[src/rtl/serial_sub_8b_if.sv]
// Request/response val/rdy bundle for the bit-serial subtractor.
// The requester side (master) drives operands and accepts results; the subtractor side is the slave.
interface serial_sub_8b_if #(
   parameter int NBITS = 8
);
   logic             req_val;
   logic             req_rdy;
   logic [NBITS-1:0] req_in0;
   logic [NBITS-1:0] req_in1;
   logic             resp_val;
   logic             resp_rdy;
   logic [NBITS-1:0] resp_out;
   logic             resp_borrow;

   modport master (
      output req_val,
      output req_in0,
      output req_in1,
      output resp_rdy,
      input  req_rdy,
      input  resp_val,
      input  resp_out,
      input  resp_borrow
   );

   modport slave (
      input  req_val,
      input  req_in0,
      input  req_in1,
      input  resp_rdy,
      output req_rdy,
      output resp_val,
      output resp_out,
      output resp_borrow
   );
endinterface

[src/rtl/serial_sub_8b.sv]
// Bit-serial two's-complement subtractor: in0 - in1, one bit per cycle LSB first,
// behind val/rdy request and response handshakes. Result and borrow-out are registered.
module serial_sub_8b #(
   parameter int NBITS = 8
) (
   input  logic         clk,
   input  logic         reset_n,
   serial_sub_8b_if.slave bus
);

   localparam int CW = $clog2(NBITS + 1);

   typedef enum logic [1:0] {
      ST_IDLE = 2'b00,
      ST_CALC = 2'b01,
      ST_DONE = 2'b10
   } state_t;

   state_t           r_state;
   state_t           w_state_nxt;
   logic             w_req_rdy;
   logic             w_resp_val;

   logic [NBITS-1:0] r_a;
   logic [NBITS-1:0] r_b;
   logic [NBITS-1:0] r_res;
   logic             r_borrow;
   logic [CW-1:0]    r_cnt;
   logic [NBITS-1:0] r_out;
   logic             r_out_borrow;

   logic             w_accept;
   logic             w_calc;
   logic             w_last;
   logic             w_diff;
   logic             w_borrow_nxt;
   logic [NBITS-1:0] w_res_shift;

   // Full-subtractor borrow: a - b - bin underflows.
   function automatic logic f_borrow(input logic a, input logic b, input logic bin);
      return (~a & b) | (~a & bin) | (b & bin);
   endfunction

   assign w_accept     = (r_state == ST_IDLE) & bus.req_val;
   assign w_calc       = (r_state == ST_CALC);
   assign w_last       = w_calc & (r_cnt == CW'(NBITS - 1));
   assign w_diff       = r_a[0] ^ r_b[0] ^ r_borrow;
   assign w_borrow_nxt = f_borrow(r_a[0], r_b[0], r_borrow);
   assign w_res_shift  = {w_diff, r_res[NBITS-1:1]};

   always_ff @(posedge clk or negedge reset_n) begin
      if (!reset_n) begin
         r_state <= ST_IDLE;
      end else begin
         r_state <= w_state_nxt;
      end
   end

   // Handshake outputs depend on state alone; unused encodings fall back to IDLE.
   always_comb begin
      w_state_nxt = r_state;
      w_req_rdy   = 1'b0;
      w_resp_val  = 1'b0;
      case (r_state)
         ST_IDLE: begin
            w_req_rdy = 1'b1;
            if (bus.req_val) begin
               w_state_nxt = ST_CALC;
            end
         end
         ST_CALC: begin
            if (r_cnt == CW'(NBITS - 1)) begin
               w_state_nxt = ST_DONE;
            end
         end
         ST_DONE: begin
            w_resp_val = 1'b1;
            if (bus.resp_rdy) begin
               w_state_nxt = ST_IDLE;
            end
         end
         default: begin
            w_state_nxt = ST_IDLE;
         end
      endcase
   end

   always_ff @(posedge clk or negedge reset_n) begin
      if (!reset_n) begin
         r_a      <= '0;
         r_b      <= '0;
         r_res    <= '0;
         r_borrow <= 1'b0;
         r_cnt    <= '0;
      end else if (w_accept) begin
         r_a      <= bus.req_in0;
         r_b      <= bus.req_in1;
         r_borrow <= 1'b0;
         r_cnt    <= '0;
      end else if (w_calc) begin
         r_a      <= {1'b0, r_a[NBITS-1:1]};
         r_b      <= {1'b0, r_b[NBITS-1:1]};
         r_res    <= w_res_shift;
         r_borrow <= w_borrow_nxt;
         r_cnt    <= r_cnt + CW'(1);
      end
   end

   // Separate output registers so the visible result survives the next operation's shifting.
   always_ff @(posedge clk or negedge reset_n) begin
      if (!reset_n) begin
         r_out        <= '0;
         r_out_borrow <= 1'b0;
      end else if (w_last) begin
         r_out        <= w_res_shift;
         r_out_borrow <= w_borrow_nxt;
      end
   end

   assign bus.req_rdy     = w_req_rdy;
   assign bus.resp_val    = w_resp_val;
   assign bus.resp_out    = r_out;
   assign bus.resp_borrow = r_out_borrow;

endmodule
[src/flat_wrapper.sv]
// flat-port wrapper written by rule: the top's interface ports become plain ports
module serial_sub_8b_flat 
#(
   parameter int NBITS = 8
)
  (clk, reset_n, bus_req_val, bus_req_in0, bus_req_in1, bus_resp_rdy, bus_req_rdy, bus_resp_val, bus_resp_out, bus_resp_borrow);
  serial_sub_8b_if #(.NBITS(NBITS)) bus_i ();
  input  logic clk;
  input  logic reset_n;
  input wire logic [$bits(bus_i.req_val)-1:0] bus_req_val;
  input wire logic [$bits(bus_i.req_in0)-1:0] bus_req_in0;
  input wire logic [$bits(bus_i.req_in1)-1:0] bus_req_in1;
  input wire logic [$bits(bus_i.resp_rdy)-1:0] bus_resp_rdy;
  output wire logic [$bits(bus_i.req_rdy)-1:0] bus_req_rdy;
  output wire logic [$bits(bus_i.resp_val)-1:0] bus_resp_val;
  output wire logic [$bits(bus_i.resp_out)-1:0] bus_resp_out;
  output wire logic [$bits(bus_i.resp_borrow)-1:0] bus_resp_borrow;
  assign bus_i.req_val = bus_req_val;
  assign bus_i.req_in0 = bus_req_in0;
  assign bus_i.req_in1 = bus_req_in1;
  assign bus_i.resp_rdy = bus_resp_rdy;
  assign bus_req_rdy = bus_i.req_rdy;
  assign bus_resp_val = bus_i.resp_val;
  assign bus_resp_out = bus_i.resp_out;
  assign bus_resp_borrow = bus_i.resp_borrow;
  serial_sub_8b #(.NBITS(NBITS)) u_core (.clk(clk), .reset_n(reset_n), .bus(bus_i));
endmodule
[config.mk]
export PLATFORM = sky130hd
export DESIGN_NAME = serial_sub_8b_flat
export DESIGN_NICKNAME = d
export VERILOG_FILES = /design/src/rtl/serial_sub_8b_if.sv /design/src/rtl/serial_sub_8b.sv /design/src/flat_wrapper.sv
export SDC_FILE = /design/constraint.sdc
export NUM_CORES = 1
export LEC_CHECK = 0
export ABC_AREA = 0
export CORE_MARGIN = 2
export CORE_UTILIZATION = 52
export CTS_CLUSTER_DIAMETER = 80
export DETAILED_ROUTE_END_ITERATION = 6
export PLACE_DENSITY_LB_ADDON = 0.25
export SYNTH_ARGS = -nofsm -noshare
export SYNTH_HDL_FRONTEND = slang
export SYNTH_SLANG_ARGS = --single-unit
export TNS_END_PERCENT = 10
[constraint.sdc]
create_clock -name clk -period 2.3 [get_ports clk]
set_input_delay 0.69 -clock clk [delete_from_list [all_inputs] [get_ports clk]]
set_output_delay 0.69 -clock clk [all_outputs]
set_load 0.01 [all_outputs]
==> results.md <==
- The run finished with clean final reports.
- Power spread over the standard cell area amounts to 1240 nW/um^2.
- The number of rows in the core area is 20.
- The floorplan step set the die width to 60.0 microns.
- The detail route stage leaves a number of antenna-violating nets equal to 0.
- Buffers placed on the I/O ports in this run total 30.
- The mean area per synthesized cell is 10.4 sq um.
- After synthesis, the most frequently instantiated cells are sky130_fd_sc_hd__nand2_1, sky130_fd_sc_hd__dfrtp_1, sky130_fd_sc_hd__a22oi_1, sky130_fd_sc_hd__mux2_2, sky130_fd_sc_hd__o21ai_0.
- The highest routed metal layer is met4.
- For the worst setup path, the data arrival time is 1.52 ns.
- The post-synthesis instance area is 1630 sq um.
- The post-CTS repair timing setup buffer count is 0.
- In the routed layout, each cell is associated on average with a via count of 5.32.
- Once detailed placement completed, the half-perimeter wirelength came to 2000 microns.
- The largest total area in the synthesized netlist belongs to sky130_fd_sc_hd__dfrtp_1.
- The DRC violation total after the first TritonRoute iteration is 41.
- The final clock skew is 0.0125 ns.
- After layout, the worst setup slack is 0.0899 ns.
- The weighted congestion at the end of routability-driven global placement is 0.736.
- Entering global routing, the biggest net connects 40 pins.
- Yosys mapped a number of flops with a built-in enable equal to 0.
- Summing over every cut layer, the via total after detailed routing is 1196.
- Setup repair after global routing left no endpoint under its margin.
- For this run, the leading register cell type out of synthesis is sky130_fd_sc_hd__dfrtp_1.
- After floorplanning, the core was sized to cover 3000 sq um.
- The final count of hold timing violations was 0.
- The routed length on met2 is 1400 microns.
- The worst setup path is of the flop to output pin kind.
- The most frequent cell after synthesis is sky130_fd_sc_hd__nand2_1.
- The worst path in the final design needs a cycle of 2.21 ns, including I/O delays and setup.
- The synthesized design devotes to its leading area cell type 60.0% of total area.
- Clock tree synthesis found a total of 39 sinks.
- The initial utilization of the core area, before any placement, comes to 54.2%.
- Setup violations remaining at the end of the flow were counted as 0.
- After detailed routing, the wire length on met1 is 1410 microns.
- In the final layout, the share of cells above drive strength 1 is 13.5%.
- The number of global-route vias before repair was 1186.
- The slew at the pin closest to its max-slew limit is 0.521 ns.
- The global-route wire length before repair is 5150 microns.
- The clock transition at the registers of the reported paths is 0.12 ns.
- The largest vdd supply drop is 613 uV.
- For this design the top-level I/O count stands at 31.
- The worst setup path is launched from a flop.
- The design draws 2.54 mW.
- The distinct cell type count after synthesis is 22.
- The sequential area share after synthesis is 60.0%.
- At the end of the flow, the number of nets in the layout was 213.
- The cell count after synthesis is 156.
- Once placement finished, the instance area stood at 1990 sq um.
- In the detailed route, the total length drawn on met3 is 166 microns.
- From synthesis to final layout, the design area changed by 25.6%.
- The post-placement setup slack is 0.440 ns.
- Adding up every negative setup slack in the final design gives 0 ns.
- Clock tree synthesis inserted a total of 5 buffers.
- The worst stage delay on the critical path is 0.55 ns.
- Dividing the detail-routed wire length by the instance count gives 13.5 microns.
- STA puts the critical path data required time at 1.61 ns.
- No sink is reached through more buffers than the 2 on the longest clock path.
- The H-tree generated during clock tree synthesis spans 2 levels.
- The quantity of gates resized following cts is 0.
- The net count after synthesis is 178.
- For this run, asynchronously set or reset flops after synthesis account for 100%.
- With fillers left out, the area of the finished cells amounts to 2040 sq um.
- In this run the worst path has a maximum fanout of 6.
- The signal on the critical path passes through nor2b_1, clkdlybuf4s50_1.
- The library cell used as clock root buffer is sky130_fd_sc_hd__clkbuf_4.
- Buffers inserted to repair hold after CTS numbered 0.
- At the end of the flow the core is filled with cells to 68.1%.
- The length of the first detailed-routing pass in iterations is 4.
- For this run, design rule violations remaining after detail routing come to 0.
- For this block, the routed nets add up to 3030 microns of wire.
- The final worst-path cycle share is 96.1%.
- The maximum clock rate is 452 MHz.
- The height of the die is 60.0 microns.
- The static leakage is 0.966 nW.
- After global routing the overflow that remains totals 0.
- The number of max-cap violations is 0.
- In this run the tightest slew margin relative to its limit is 65.1%.
- The global-route usage over all layers is 19.9%.
- The die outline area is 3590 sq um.
- The max-slew violation count is 0.
- The clock tree from TritonCTS is built.
- The worst hold path belongs to the class input port to async pin.
- The count of synthesis-stage warnings from yosys is 0.
- The initial antenna violation count is 0.
- The cell type of the slowest stage on the worst timing path is sky130_fd_sc_hd__clkdlybuf4s50_1.
- At the later pin of the worst-skew pair, clock insertion delay measures 0.35 ns.
- Synthesis inferred 39 register bits.
- The number of fill cells in the layout is 244.
- The worst setup path is captured at an output pin.
- 0 antenna diodes ended up in the layout.
- After synthesis, the cell types taking the most area are sky130_fd_sc_hd__dfrtp_1, sky130_fd_sc_hd__nand2_1, sky130_fd_sc_hd__a22oi_1.
-- final timing paths --
| check | startpoint | to | slack [ns] | cells past startpoint |
|---|---|---|---|---|
| setup / recovery | u_core.r_state[0] | bus_resp_val | 0.09 | 2 |
| setup reg to reg | u_core.r_state[1] | u_core.bus.resp_out[5] | 0.65 | 3 |
| min in group clk | u_core.r_b[5] | u_core.r_b[5] | 0.49 | 2 |
| hold reg to reg | u_core.r_b[5] | u_core.r_b[5] | 0.49 | 2 |
| hold / removal | reset_n | u_core.r_a[3] | 0.28 | 2 |
| max in group asynchronous | reset_n | u_core.r_b[7] | 1.82 | 2 |
-- metrics by stage --
| stage | std cells | hold slack, ns |
|---|---|---|
| global placement | 217 | 0.455 |
| detailed placement | 217 | 0.465 |
| global route | 225 | 0.298 |
| finish | 225 | 0.282 |
| floorplan | 156 | 0.394 |
| CTS | 225 | 0.283 |
-- registers in the layout, indices dropped and copies added, names as in the netlist --
signal,count
u_core.bus.resp_borrow,1
u_core.bus.resp_out,8
u_core.r_a,8
u_core.r_b,8
u_core.r_borrow,1
u_core.r_cnt,4
u_core.r_res,7
u_core.r_state,2
-- worst max-delay path: cells and delay by family, from the launching register on --
family | cells | cell delay, ns
buffers and inverters | 1 | 0.55
DFF | 1 | 0.46
and+or+nand+nor | 1 | 0.16
-- routing by layer --
metal  vias to the layer above  GRT usage, %
met1                       575          25.0
met2                        31          31.1
li1                        585             -
met5                         -             0
met3                         5          6.93
met4                         0          9.21
-- kinds of logic (layout without fill, tap and decap cells) --
group,after synthesis,count (layout),share of synthesized area (%)
AO/OA/AOI/OAI,27,27,11.1
adder cells (fa/ha/maj),2,2,2.00
AND/OR/NAND/NOR,67,67,17.5
multiplexers,9,9,6.15
flip-flops,39,39,60.0
buffers and inverters,12,48,3.30
-- power by group --
group	switching, mW	internal [mW]
logic	0.498	0.510
clock network	0.225	0.118
registers	0.199	0.991
total	0.921	1.62
-- area by class of cell --
class | count | area, sq um | share of cell area [%]
multi-input combinational | 105 | 603 | 29.5
clock inverter | 2 | 12.5 | 0.612
sequential | 39 | 978 | 47.9
tap | 33 | 41.3 | 2.02
clock buffer | 6 | 41.3 | 2.02
inverter | 4 | 15.0 | 0.734
timing repair buffer | 36 | 353 | 17.3
-- cell usage in the layout, fill, tap and decap left out, types with 2 or more instances in the layout --
master                            instances
sky130_fd_sc_hd__o21bai_1                 2
sky130_fd_sc_hd__a22oi_1                 14
sky130_fd_sc_hd__clkdlybuf4s50_1         29
sky130_fd_sc_hd__dfrtp_1                 37
sky130_fd_sc_hd__o21ai_0                  8
sky130_fd_sc_hd__dfrtp_2                  2
sky130_fd_sc_hd__mux2_2                   8
sky130_fd_sc_hd__inv_1                    4
sky130_fd_sc_hd__nor2b_1                  2
sky130_fd_sc_hd__nand2b_1                 2
sky130_fd_sc_hd__a21o_1                   2
sky130_fd_sc_hd__clkbuf_4                 5
sky130_fd_sc_hd__buf_4                    5
sky130_fd_sc_hd__nand2_1                 57
Power figures use the tool's default switching activity.
